File: src/rtl/hazard_control_unit_pkg.sv
// Shared encodings for the ID-stage hazard/sequencing logic: branch flags, PC select, FSM states.
package hazard_control_unit_pkg;

  typedef enum logic [2:0] {
    FLAG_NONE = 3'b000,
    FLAG_JR   = 3'b001,
    FLAG_JALR = 3'b010,
    FLAG_BEQ  = 3'b011,
    FLAG_BNE  = 3'b100,
    FLAG_JUMP = 3'b101
  } flag_e;

  localparam logic [1:0] PC_SEL_PC4    = 2'b00;
  localparam logic [1:0] PC_SEL_BRANCH = 2'b01;
  localparam logic [1:0] PC_SEL_JUMP   = 2'b10;
  localparam logic [1:0] PC_SEL_REG    = 2'b11;

  typedef enum logic [1:0] {
    ST_RUN    = 2'b00,
    ST_DRAIN  = 2'b01,
    ST_HALTED = 2'b10
  } state_e;

  localparam int CANT_CICLOS_DRAIN_DEF = 3;

  // Branches resolved in ID read register operands and so can stall on producers in EX/MEM.
  function automatic logic flag_reads_regs(input logic [2:0] flag);
    return (flag == FLAG_JR) || (flag == FLAG_JALR) || (flag == FLAG_BEQ) || (flag == FLAG_BNE);
  endfunction

endpackage

File: src/rtl/hazard_control_unit_hazard_detector.sv
// Combinational register-match logic: load-use and ID-branch operand hazards. Register 0 never matches.
module hazard_detector
  import hazard_control_unit_pkg::*;
#(
  parameter int CANT_BITS_ADDRESS_REGISTROS = 5,
  parameter int CANT_BITS_FLAG_BRANCH       = 3
) (
  input  logic [CANT_BITS_FLAG_BRANCH-1:0]       flag_branch_i,
  input  logic [CANT_BITS_ADDRESS_REGISTROS-1:0] reg_a_i,
  input  logic [CANT_BITS_ADDRESS_REGISTROS-1:0] reg_b_i,
  input  logic                                   uses_b_i,
  input  logic [CANT_BITS_ADDRESS_REGISTROS-1:0] ex_reg_w_i,
  input  logic                                   ex_reg_write_i,
  input  logic                                   ex_mem_read_i,
  input  logic [CANT_BITS_ADDRESS_REGISTROS-1:0] mem_reg_w_i,
  input  logic                                   mem_mem_read_i,
  output logic                                   hazard_o
);

  function automatic logic reg_match(input logic [CANT_BITS_ADDRESS_REGISTROS-1:0] src,
                                     input logic [CANT_BITS_ADDRESS_REGISTROS-1:0] dst);
    return (src == dst) && (src != '0);
  endfunction

  logic src_hits_ex;
  logic src_hits_mem;
  logic load_use;
  logic branch_operand;

  always_comb begin
    src_hits_ex    = reg_match(reg_a_i, ex_reg_w_i)  || (uses_b_i && reg_match(reg_b_i, ex_reg_w_i));
    src_hits_mem   = reg_match(reg_a_i, mem_reg_w_i) || (uses_b_i && reg_match(reg_b_i, mem_reg_w_i));
    load_use       = ex_mem_read_i && src_hits_ex;
    // A load in EX stalls here once, then again from MEM on the following cycle.
    branch_operand = flag_reads_regs(flag_branch_i[2:0]) &&
                     ((ex_reg_write_i && src_hits_ex) || (mem_mem_read_i && src_hits_mem));
    hazard_o       = load_use || branch_operand;
  end

endmodule

File: src/rtl/hazard_control_unit.sv
// Pipeline sequencer: stall/flush/bubble/PC-select from ID hazards, HALT drain FSM, stall counter.
// Optional macro BRANCH_DELAY_SLOT_EN suppresses the IF/ID flush on taken transfers.
module hazard_control_unit
  import hazard_control_unit_pkg::*;
#(
  parameter int CANT_BITS_ADDRESS_REGISTROS = 5,
  parameter int CANT_BITS_FLAG_BRANCH       = 3,
  parameter int CANT_BITS_CONTADOR          = 32,
  parameter int CANT_CICLOS_DRAIN           = CANT_CICLOS_DRAIN_DEF
) (
  input  logic                                   i_clock,
  input  logic                                   i_reset,
  input  logic                                   i_enable,
  input  logic [CANT_BITS_FLAG_BRANCH-1:0]       i_flag_branch,
  input  logic                                   i_branch_equal,
  input  logic [CANT_BITS_ADDRESS_REGISTROS-1:0] i_reg_A,
  input  logic [CANT_BITS_ADDRESS_REGISTROS-1:0] i_reg_B,
  input  logic                                   i_uses_B,
  input  logic                                   i_halt_id,
  input  logic [CANT_BITS_ADDRESS_REGISTROS-1:0] i_ex_reg_W,
  input  logic                                   i_ex_reg_write,
  input  logic                                   i_ex_mem_read,
  input  logic [CANT_BITS_ADDRESS_REGISTROS-1:0] i_mem_reg_W,
  input  logic                                   i_mem_mem_read,
  output logic                                   o_stall_pc,
  output logic                                   o_stall_if_id,
  output logic                                   o_flush_if_id,
  output logic                                   o_bubble_id_ex,
  output logic [1:0]                             o_pc_select,
  output logic                                   o_halted,
  output logic [CANT_BITS_CONTADOR-1:0]          o_stall_cycles
);

  localparam int DRAIN_W = (CANT_CICLOS_DRAIN < 1) ? 1 : $clog2(CANT_CICLOS_DRAIN + 1);

  state_e                        state_q, state_d;
  logic [DRAIN_W-1:0]            drain_q, drain_d;
  logic [CANT_BITS_CONTADOR-1:0] stall_cnt_q, stall_cnt_d;
  logic                          hazard;
  logic [1:0]                    pc_sel_raw;

  hazard_detector #(
    .CANT_BITS_ADDRESS_REGISTROS(CANT_BITS_ADDRESS_REGISTROS),
    .CANT_BITS_FLAG_BRANCH      (CANT_BITS_FLAG_BRANCH)
  ) u_hazard_detector (
    .flag_branch_i  (i_flag_branch),
    .reg_a_i        (i_reg_A),
    .reg_b_i        (i_reg_B),
    .uses_b_i       (i_uses_B),
    .ex_reg_w_i     (i_ex_reg_W),
    .ex_reg_write_i (i_ex_reg_write),
    .ex_mem_read_i  (i_ex_mem_read),
    .mem_reg_w_i    (i_mem_reg_W),
    .mem_mem_read_i (i_mem_mem_read),
    .hazard_o       (hazard)
  );

  always_comb begin
    pc_sel_raw = PC_SEL_PC4;
    case (i_flag_branch[2:0])
      FLAG_BEQ:          pc_sel_raw = i_branch_equal ? PC_SEL_BRANCH : PC_SEL_PC4;
      FLAG_BNE:          pc_sel_raw = i_branch_equal ? PC_SEL_PC4 : PC_SEL_BRANCH;
      FLAG_JUMP:         pc_sel_raw = PC_SEL_JUMP;
      FLAG_JR, FLAG_JALR: pc_sel_raw = PC_SEL_REG;
      default:           pc_sel_raw = PC_SEL_PC4;
    endcase
  end

  always_comb begin
    state_d        = state_q;
    drain_d        = drain_q;
    stall_cnt_d    = stall_cnt_q;
    o_stall_pc     = 1'b0;
    o_stall_if_id  = 1'b0;
    o_flush_if_id  = 1'b0;
    o_bubble_id_ex = 1'b0;
    o_pc_select    = PC_SEL_PC4;
    o_halted       = 1'b0;

    case (state_q)
      ST_RUN: begin
        if (hazard) begin
          o_stall_pc     = 1'b1;
          o_stall_if_id  = 1'b1;
          o_bubble_id_ex = 1'b1;
          if (i_enable) stall_cnt_d = stall_cnt_q + 1'b1;
        end else begin
          o_pc_select = pc_sel_raw;
`ifdef BRANCH_DELAY_SLOT_EN
          o_flush_if_id = 1'b0;
`else
          o_flush_if_id = (pc_sel_raw != PC_SEL_PC4);
`endif
          if (i_halt_id && i_enable) begin
            state_d = ST_DRAIN;
            drain_d = DRAIN_W'(CANT_CICLOS_DRAIN);
          end
        end
      end
      ST_DRAIN: begin
        o_stall_pc     = 1'b1;
        o_stall_if_id  = 1'b1;
        o_bubble_id_ex = 1'b1;
        if (i_enable) begin
          if (drain_q <= DRAIN_W'(1)) begin
            state_d = ST_HALTED;
            drain_d = '0;
          end else begin
            drain_d = drain_q - DRAIN_W'(1);
          end
        end
      end
      ST_HALTED: begin
        o_stall_pc     = 1'b1;
        o_stall_if_id  = 1'b1;
        o_bubble_id_ex = 1'b1;
        o_halted       = 1'b1;
      end
      default: state_d = ST_RUN;
    endcase

    // Reset forces a quiet pipeline even while the live ID inputs still show a hazard.
    if (i_reset) begin
      o_stall_pc     = 1'b0;
      o_stall_if_id  = 1'b0;
      o_flush_if_id  = 1'b0;
      o_bubble_id_ex = 1'b0;
      o_pc_select    = PC_SEL_PC4;
      o_halted       = 1'b0;
    end
  end

  always_ff @(posedge i_clock) begin
    if (i_reset) begin
      state_q     <= ST_RUN;
      drain_q     <= '0;
      stall_cnt_q <= '0;
    end else begin
      state_q     <= state_d;
      drain_q     <= drain_d;
      stall_cnt_q <= stall_cnt_d;
    end
  end

  assign o_stall_cycles = stall_cnt_q;

endmodule

File: config.mk
export PLATFORM = sky130hd
export DESIGN_NAME = hazard_control_unit
export DESIGN_NICKNAME = d
export VERILOG_FILES = /design/src/rtl/hazard_control_unit_pkg.sv /design/src/rtl/hazard_control_unit_hazard_detector.sv /design/src/rtl/hazard_control_unit.sv
export SDC_FILE = /design/constraint.sdc
export NUM_CORES = 1
export LEC_CHECK = 0
export ABC_CLOCK_PERIOD_IN_PS = 4270
export CELL_PAD_IN_SITES_DETAIL_PLACEMENT = 1
export CELL_PAD_IN_SITES_GLOBAL_PLACEMENT = 2
export CORE_AREA = 2 2 82 84
export CTS_BUF_LIST = sky130_fd_sc_hd__clkbuf_4 sky130_fd_sc_hd__clkbuf_8
export DETAILED_ROUTE_END_ITERATION = 8
export DIE_AREA = 0 0 84 86
export DONT_BUFFER_PORTS = 1
export PLACE_DENSITY = 0.77
export SETUP_SLACK_MARGIN = 0.2
export SLEW_MARGIN = 20
export SYNTH_ARGS = -nofsm -noshare
export SYNTH_HDL_FRONTEND = slang
export SYNTH_SLANG_ARGS = --single-unit
File: constraint.sdc
create_clock -name i_clock -period 4.27 [get_ports i_clock]
set_clock_uncertainty 0.05 [all_clocks]
set_input_delay 1.281 -clock i_clock [delete_from_list [all_inputs] [get_ports i_clock]]
set_output_delay 1.281 -clock i_clock [all_outputs]
set_load 0.02 [all_outputs]
==> results of run 1 <==
## worst min-delay path, stage by stage, from the launching register on
cell and delay, ps:
dfxtp_1 350, nand2b_1 80, mux2i_1 60
## cells in the final DEF (no fill, tap or decap), drive strengths merged, types with 9 or more instances in the layout
cell / count
dfxtp: 36
a21oi: 31
nor2: 21
nand2: 17
or4: 16
o21ai: 15
o31ai: 14
xnor2: 14
xor2: 13
inv: 12
or3: 10
nand4: 9
nand3: 9
buf: 9
## state kept, by name, summed over array words and instances (netlist names)
| name | flops |
|---|---|
| o_stall_cycles | 32 |
| state_q | 2 |
| drain_q | 2 |
## power breakdown
| group | switching [mW] | total, mW | internal [mW] |
|---|---|---|---|
| clock | 0.123 | 0.303 | 0.180 |
| sequential | 0.0198 | 0.373 | 0.353 |
| combinational | 0.135 | 0.240 | 0.105 |
## routing by layer
metal / global-route usage [%] / wire, um / vias up
li1: - / - / 1037
met1: 21.6 / 2770 / 1009
met2: 29.0 / 2910 / 48
met3: 5.87 / 445 / 6
met4: 5.28 / 63 / 0
met5: 0 / 0 / -
## worst min path at each step
stage                                  startpoint                      end  slack, ps  depth (start not counted)
after floorplan           state_q[0]$_SDFFE_PP0P_  state_q[0]$_SDFFE_PP0P_        440                          2
after global placement    state_q[0]$_SDFFE_PP0P_  state_q[0]$_SDFFE_PP0P_        460                          2
after detailed placement  state_q[0]$_SDFFE_PP0P_  state_q[0]$_SDFFE_PP0P_        470                          2
after CTS                 state_q[0]$_SDFFE_PP0P_  state_q[0]$_SDFFE_PP0P_        490                          2
after global routing      state_q[0]$_SDFFE_PP0P_  state_q[0]$_SDFFE_PP0P_        510                          2
final                     state_q[0]$_SDFFE_PP0P_  state_q[0]$_SDFFE_PP0P_        480                          2
## per-stage QoR
stage               power [mW]  instance area [um2]  worst slack [ps]  instances  util [%]
floorplan                0.577                 2290              56.2        281         -
global placement         0.611                 2410               158        354      38.4
detailed placement       0.615                 2410               111        354      38.4
CTS                      0.929                 2540               203        362      40.5
global route             0.971                 2570               134        362      40.9
finish                   0.916                 2570               196        362      40.9
## what timing repair did
action,4_1_cts,5_1_grt
pin swaps,0,0
setup endpoints to repair,6,6
resized for setup,5,3
## cell type report
cell class | instances | share of cell area, %
multi-input combinational | 220 | 59.0
timing repair buffer | 9 | 3.12
clock buffer | 6 | 2.97
inverter | 12 | 1.75
clock inverter | 2 | 1.36
tap | 77 | 3.75
sequential | 36 | 28.1
## cells by family (layout without fill, tap and decap cells)
logic type                 Yosys count  after routing
AOI/OAI and AO/OA                   75             75
buffers and inverters               25             29
adders and majority gates            6              6
xor gates and xnor gates            27             27
muxes                                3              3
DFF                                 36             36
and+or+nand+nor                    109            109
==> flow_summary_export.csv, run 1 <==
group,metric,value,unit
outcome,status,"finished, final reports clean",
worst_setup_path,cp.depth,7,
drt,drtPass1Iterations,4,
worst_setup_path,critPathSlowestCell,"or4_4",
clock_tree,cts-buffers-inserted,5,
yosys,yosys.area.top_type,"dfxtp_1",
drt,drt_iter0_drc,103,
worst_setup_path,crit_chain,"or4_4 > o21ai_2 > or4_4 > a21oi_4 > o21ai_4 > a211oi_4 > buf_12",
yosys,synthAdderAreaFrac,3.33,%
yosys,ys_ff_latch,36,
yosys,yosysWarnings,0,
floorplanning,start_util,35.9,%
yosys,synth_xor_area_share,10.5,%
clock_tree,htreeDepth,2,
yosys,synth-seq-area-share,32.0,%
worst_setup_path,cp.required,2940,ps
yosys,synthCells,281,
cells_and_area,area.sequential,721,um2
worst_setup_path,cp_data_arrival_time,2740,ps
worst_setup_path,worstReg2RegEnd,"o_stall_cycles[31]$_SDFFE_PP0P_",
yosys,syn_area_per_cell,8.01,um2
placed_design,dp_hpwl,4600,um
drt,avgRoutedWirePerCell,17.1,um
clock_tree,path_clk_slew,70,ps
run,cap_violations,0,
floorplanning,die_h,86,um
grt,first_global_vias,2140,
floorplanning,die_area,7220,um2
drt,vias,2100,
timing,final_max_slew_viol_count,0,
worst_setup_path,r2r-start,"o_stall_cycles[6]$_SDFFE_PP0P_",
grt,grt_overflow_total,0,
timing,fin_crit_sh,95.4,%
clock_tree,clk_latency,290,ps
grt,grt_max_degree,45,
min_path,hold_class,"reg -> reg",
clock_tree,ctsHoldBuffers,0,
clock_tree,cts.path.max_buffers,2,
timing,clock.fmax,0.245,GHz
floorplanning,die_w,84,um
yosys,synth_top_area_share,32.0,%
yosys,synth-edff-count,0,
grt,grt_first_pass_wirelength,10300,um
yosys,syn_area,2250,um2
yosys,async_flop_share,0,%
worst_setup_path,reg2reg_slack,1370,ps
timing,fin_crit,4070,ps
clock_tree,cts_root_buffer,"clkbuf_8",
worst_setup_path,reg2regPathDepth,7,
timing,worstMarginPinSlew,598,ps
cells_and_area,num_antenna_cells,0,
cells_and_area,synthToLayoutAreaGrowth,14.0,%
clock_tree,cts_setup_buffers,0,
drt,wl,6190,um
pwr,ir_worst_vdd,0.000206,V
yosys,ys_top_cells_by_area,"dfxtp_1, a21oi_1, xnor2_1, xor2_1, o31ai_1",
floorplanning,core_area,6280,um2
worst_setup_path,cpMostUsedCell,"or4_4",
timing,finalSetupViolations,0,
drt,viasPerCell,5.80,
drt,ant_nets,0,
floorplanning,rows,29,
worst_setup_path,end_kind,"primary output",
yosys,synthFlopType,"dfxtp_1",
worst_setup_path,critPathBufInv,1,
yosys,ys_types,41,
floorplanning,ios,71,
worst_setup_path,critPathLaunch,"i_reg_B[1]",
worst_setup_path,crit_path_end,"o_stall_if_id",
pwr,p_per_area,357,nW/um2
pwr,leakagePower,0.790,nW
drt,drt_drc_violations_left,0,
yosys,synthTopCellsByCount,"dfxtp_1, a21oi_1, nor2_1",
yosys,synth-compound-area-share,21.6,%
yosys,yosysMostFrequentCell,"dfxtp_1",
worst_setup_path,critical-path-top-delay-family,"simple AND/OR/NAND/NOR gates",
placed_design,gp_congestion,0.816,
worst_setup_path,crit_path_start_kind,"primary input",
grt,grt_usage,17.5,%
yosys,postSynthNetCount,319,
placed_design,port_buffers,0,
clock_tree,cts.sink_count,36,
timing,relSlewSlack,59.8,%
cells_and_area,layout-drive-gt1-share,11.6,%
yosys,synthMuxAreaShare,1.39,%
grt,antenna_found_initial,0,
timing,hold_viol,0,
cells_and_area,num-fill-cells,760,
worst_setup_path,critPathMaxStageDelay,550,ps
timing,rsz0062_at_grt,"true",
yosys,yosys.area_share.simple,26.6,%
cells_and_area,nets,322,
clock_tree,cts_tree,"done",
worst_setup_path,critPathKind,"in -> out",
yosys,synth_top_family_by_area,"simple AND/OR/NAND/NOR gates",
timing,finalSetupTns,0,ps
timing,hold-worst-slack,481,ps
worst_setup_path,critPathMaxFanout,3,
cells_and_area,multi_input_area,1510,um2
Power figures use the tool's default switching activity.
==> inputs of run 2 (changes only) <==
Settings changed: CELL_PAD_IN_SITES_DETAIL_PLACEMENT 1 to default, CELL_PAD_IN_SITES_GLOBAL_PLACEMENT 2 to default, CORE_AREA 2 2 82 84 to 2 2 74 76, DIE_AREA 0 0 84 86 to 0 0 76 78, PLACE_DENSITY 0.77 to 0.57, SKIP_LAST_GASP from default to 1.
==> flow_summary_export.csv, run 2 (synthesized netlist as in run 1, its figures left out) <==
group,metric,value,unit
outcome,status,"finished, final reports clean",
clock_tree,cts.path.max_buffers,2,
worst_setup_path,r2r-start,"o_stall_cycles[6]$_SDFFE_PP0P_",
worst_setup_path,critical-path-top-delay-family,"simple AND/OR/NAND/NOR gates",
floorplanning,die_h,78,um
placed_design,dp_slack,137,ps
timing,rsz0062_at_grt,"true",
grt,grt_overflow_total,0,
worst_setup_path,reg2reg_slack,1510,ps
cells_and_area,largest_reg_flops,32,
grt,grt_max_degree,45,
floorplanning,core_area,5040,um2
drt,viasPerCell,5.70,
placed_design,port_buffers,0,
cells_and_area,fin_util,50.0,%
cells_and_area,nets,322,
clock_tree,cts_root_buffer,"clkbuf_8",
worst_setup_path,critPathMaxStageDelay,540,ps
worst_setup_path,critPathKind,"in -> out",
grt,grt_first_pass_wirelength,8840,um
worst_setup_path,cp.depth,7,
placed_design,gp_congestion,0.768,
worst_setup_path,critPathBufInv,0,
clock_tree,htreeDepth,2,
cells_and_area,layout-drive-gt1-share,10.9,%
grt,first_global_vias,1808,
min_path,hold_depth,2,
timing,fin_crit_sh,95.7,%
clock_tree,path_clk_slew,70,ps
drt,drt_iter0_drc,99,
timing,clock.fmax,0.245,GHz
worst_setup_path,crit_chain,"or4_4 > o21ai_4 > or4_4 > a21oi_4 > nor2_2 > nand2_2 > a221oi_4",
cells_and_area,layout_commonest_cell,"dfxtp_1",
worst_setup_path,cp.required,2940,ps
floorplanning,die_area,5930,um2
grt,antenna_found_initial,0,
worst_setup_path,worstReg2RegEnd,"o_stall_cycles[31]$_SDFFE_PP0P_",
worst_setup_path,critPathSlowestCell,"or4_4",
cells_and_area,final_cell_mix,"dfxtp_1, a21oi_1, nor2_1, nand2_1",
timing,finalSetupViolations,0,
min_path,hold_class,"reg -> reg",
grt,grt_usage,18.2,%
worst_setup_path,cp_data_arrival_time,2750,ps
worst_setup_path,reg2regPathDepth,7,
clock_tree,clk_latency,290,ps
worst_setup_path,cpMostUsedCell,"or4_4",
timing,worstMarginPinSlew,547,ps
timing,hold-worst-slack,478,ps
drt,ant_nets,0,
timing,final_max_slew_viol_count,0,
min_path,holdCritStartpoint,"state_q[0]$_SDFFE_PP0P_",
run,cap_violations,0,
cells_and_area,final_cells,355,
clock_tree,cts_tree,"done",
clock_tree,cts_setup_buffers,0,
placed_design,dp_hpwl,3750,um
cells_and_area,synthToLayoutAreaGrowth,11.8,%
drt,drtPass1Iterations,4,
drt,wl,5330,um
pwr,ir_worst_vdd,0.000191,V
floorplanning,die_w,76,um
floorplanning,ios,71,
drt,vias,2022,
clock_tree,cts.sink_count,36,
clock_tree,ctsHoldBuffers,0,
timing,finalSetupTns,0,ps
placed_design,placed_cells,347,
worst_setup_path,crit_path_start_kind,"primary input",
min_path,holdPathEnd,"state_q[0]$_SDFFE_PP0P_",
timing,setup_slack,185,ps
worst_setup_path,critPathMaxFanout,3,
timing,fin_crit,4080,ps
worst_setup_path,end_kind,"primary output",
floorplanning,rows,26,
drt,drt_drc_violations_left,0,
pwr,leakagePower,0.772,nW
clock_tree,cts-buffers-inserted,5,
pwr,p_per_area,344,nW/um2
timing,relSlewSlack,63.2,%
cells_and_area,num_antenna_cells,0,
floorplanning,start_util,44.7,%
timing,hold_viol,0,
drt,avgRoutedWirePerCell,15.0,um
run 2: layout make-up:
cell class | instances | area, um2
clock buffer | 8 | 97.6
fill | 485 | 2520
inverter | 12 | 45.0
multi-input combinational | 220 | 1490
sequential | 36 | 721
tap | 70 | 87.6
timing repair buffer | 9 | 80.1
run 2: worst reg2reg max path: stages (launching register included):
cell     delay, ps
dfxtp_1        560
nand4_1        210
nor2_1         270
nand3_1        390
nor3_1         600
nand4_1        170
or3_1          330
a21oi_1        130
run 2: timing repair:
action | 4_1_cts | 5_1_grt
endpoints found under the hold margin | 0 | 0
pin swaps | 0 | 4
cloned | 0 | 0
gates resized for setup | 3 | 2
endpoints found under the setup margin | 3 | 6
run 2: per-layer routing:
metal | global-route usage [%] | vias up | share of wire (%)
li1 | - | 1034 | -
met1 | 24.8 | 937 | 45
met2 | 27.4 | 45 | 46
met3 | 6.86 | 6 | 7.3
met4 | 4.36 | 0 | 0.96
met5 | 0 | - | 0
run 2: how the worst max path moves through the flow:
stage,from,endpoint
global route,i_reg_B[4],o_flush_if_id
detailed placement,i_reg_B[1],o_flush_if_id
finish,i_reg_B[4],o_flush_if_id
CTS,i_reg_B[1],o_flush_if_id
floorplan,i_reg_B[2],o_stall_if_id
global placement,i_reg_B[1],o_flush_if_id
run 2: power by group:
group	internal (mW)	total (mW)	switching [mW]
registers	0.353	0.371	0.0177
logic	0.102	0.231	0.129
clock network	0.144	0.265	0.120
total	0.600	0.867	0.267
run 2: per-stage QoR:
stage          total power, mW  instance area [um2]
2_1_floorplan            0.577                 2290
3_5_place_dp             0.610                 2400
4_1_cts                  0.880                 2510
6_report                 0.867                 2520
3_3_place_gp             0.610                 2400
5_1_grt                  0.921                 2520
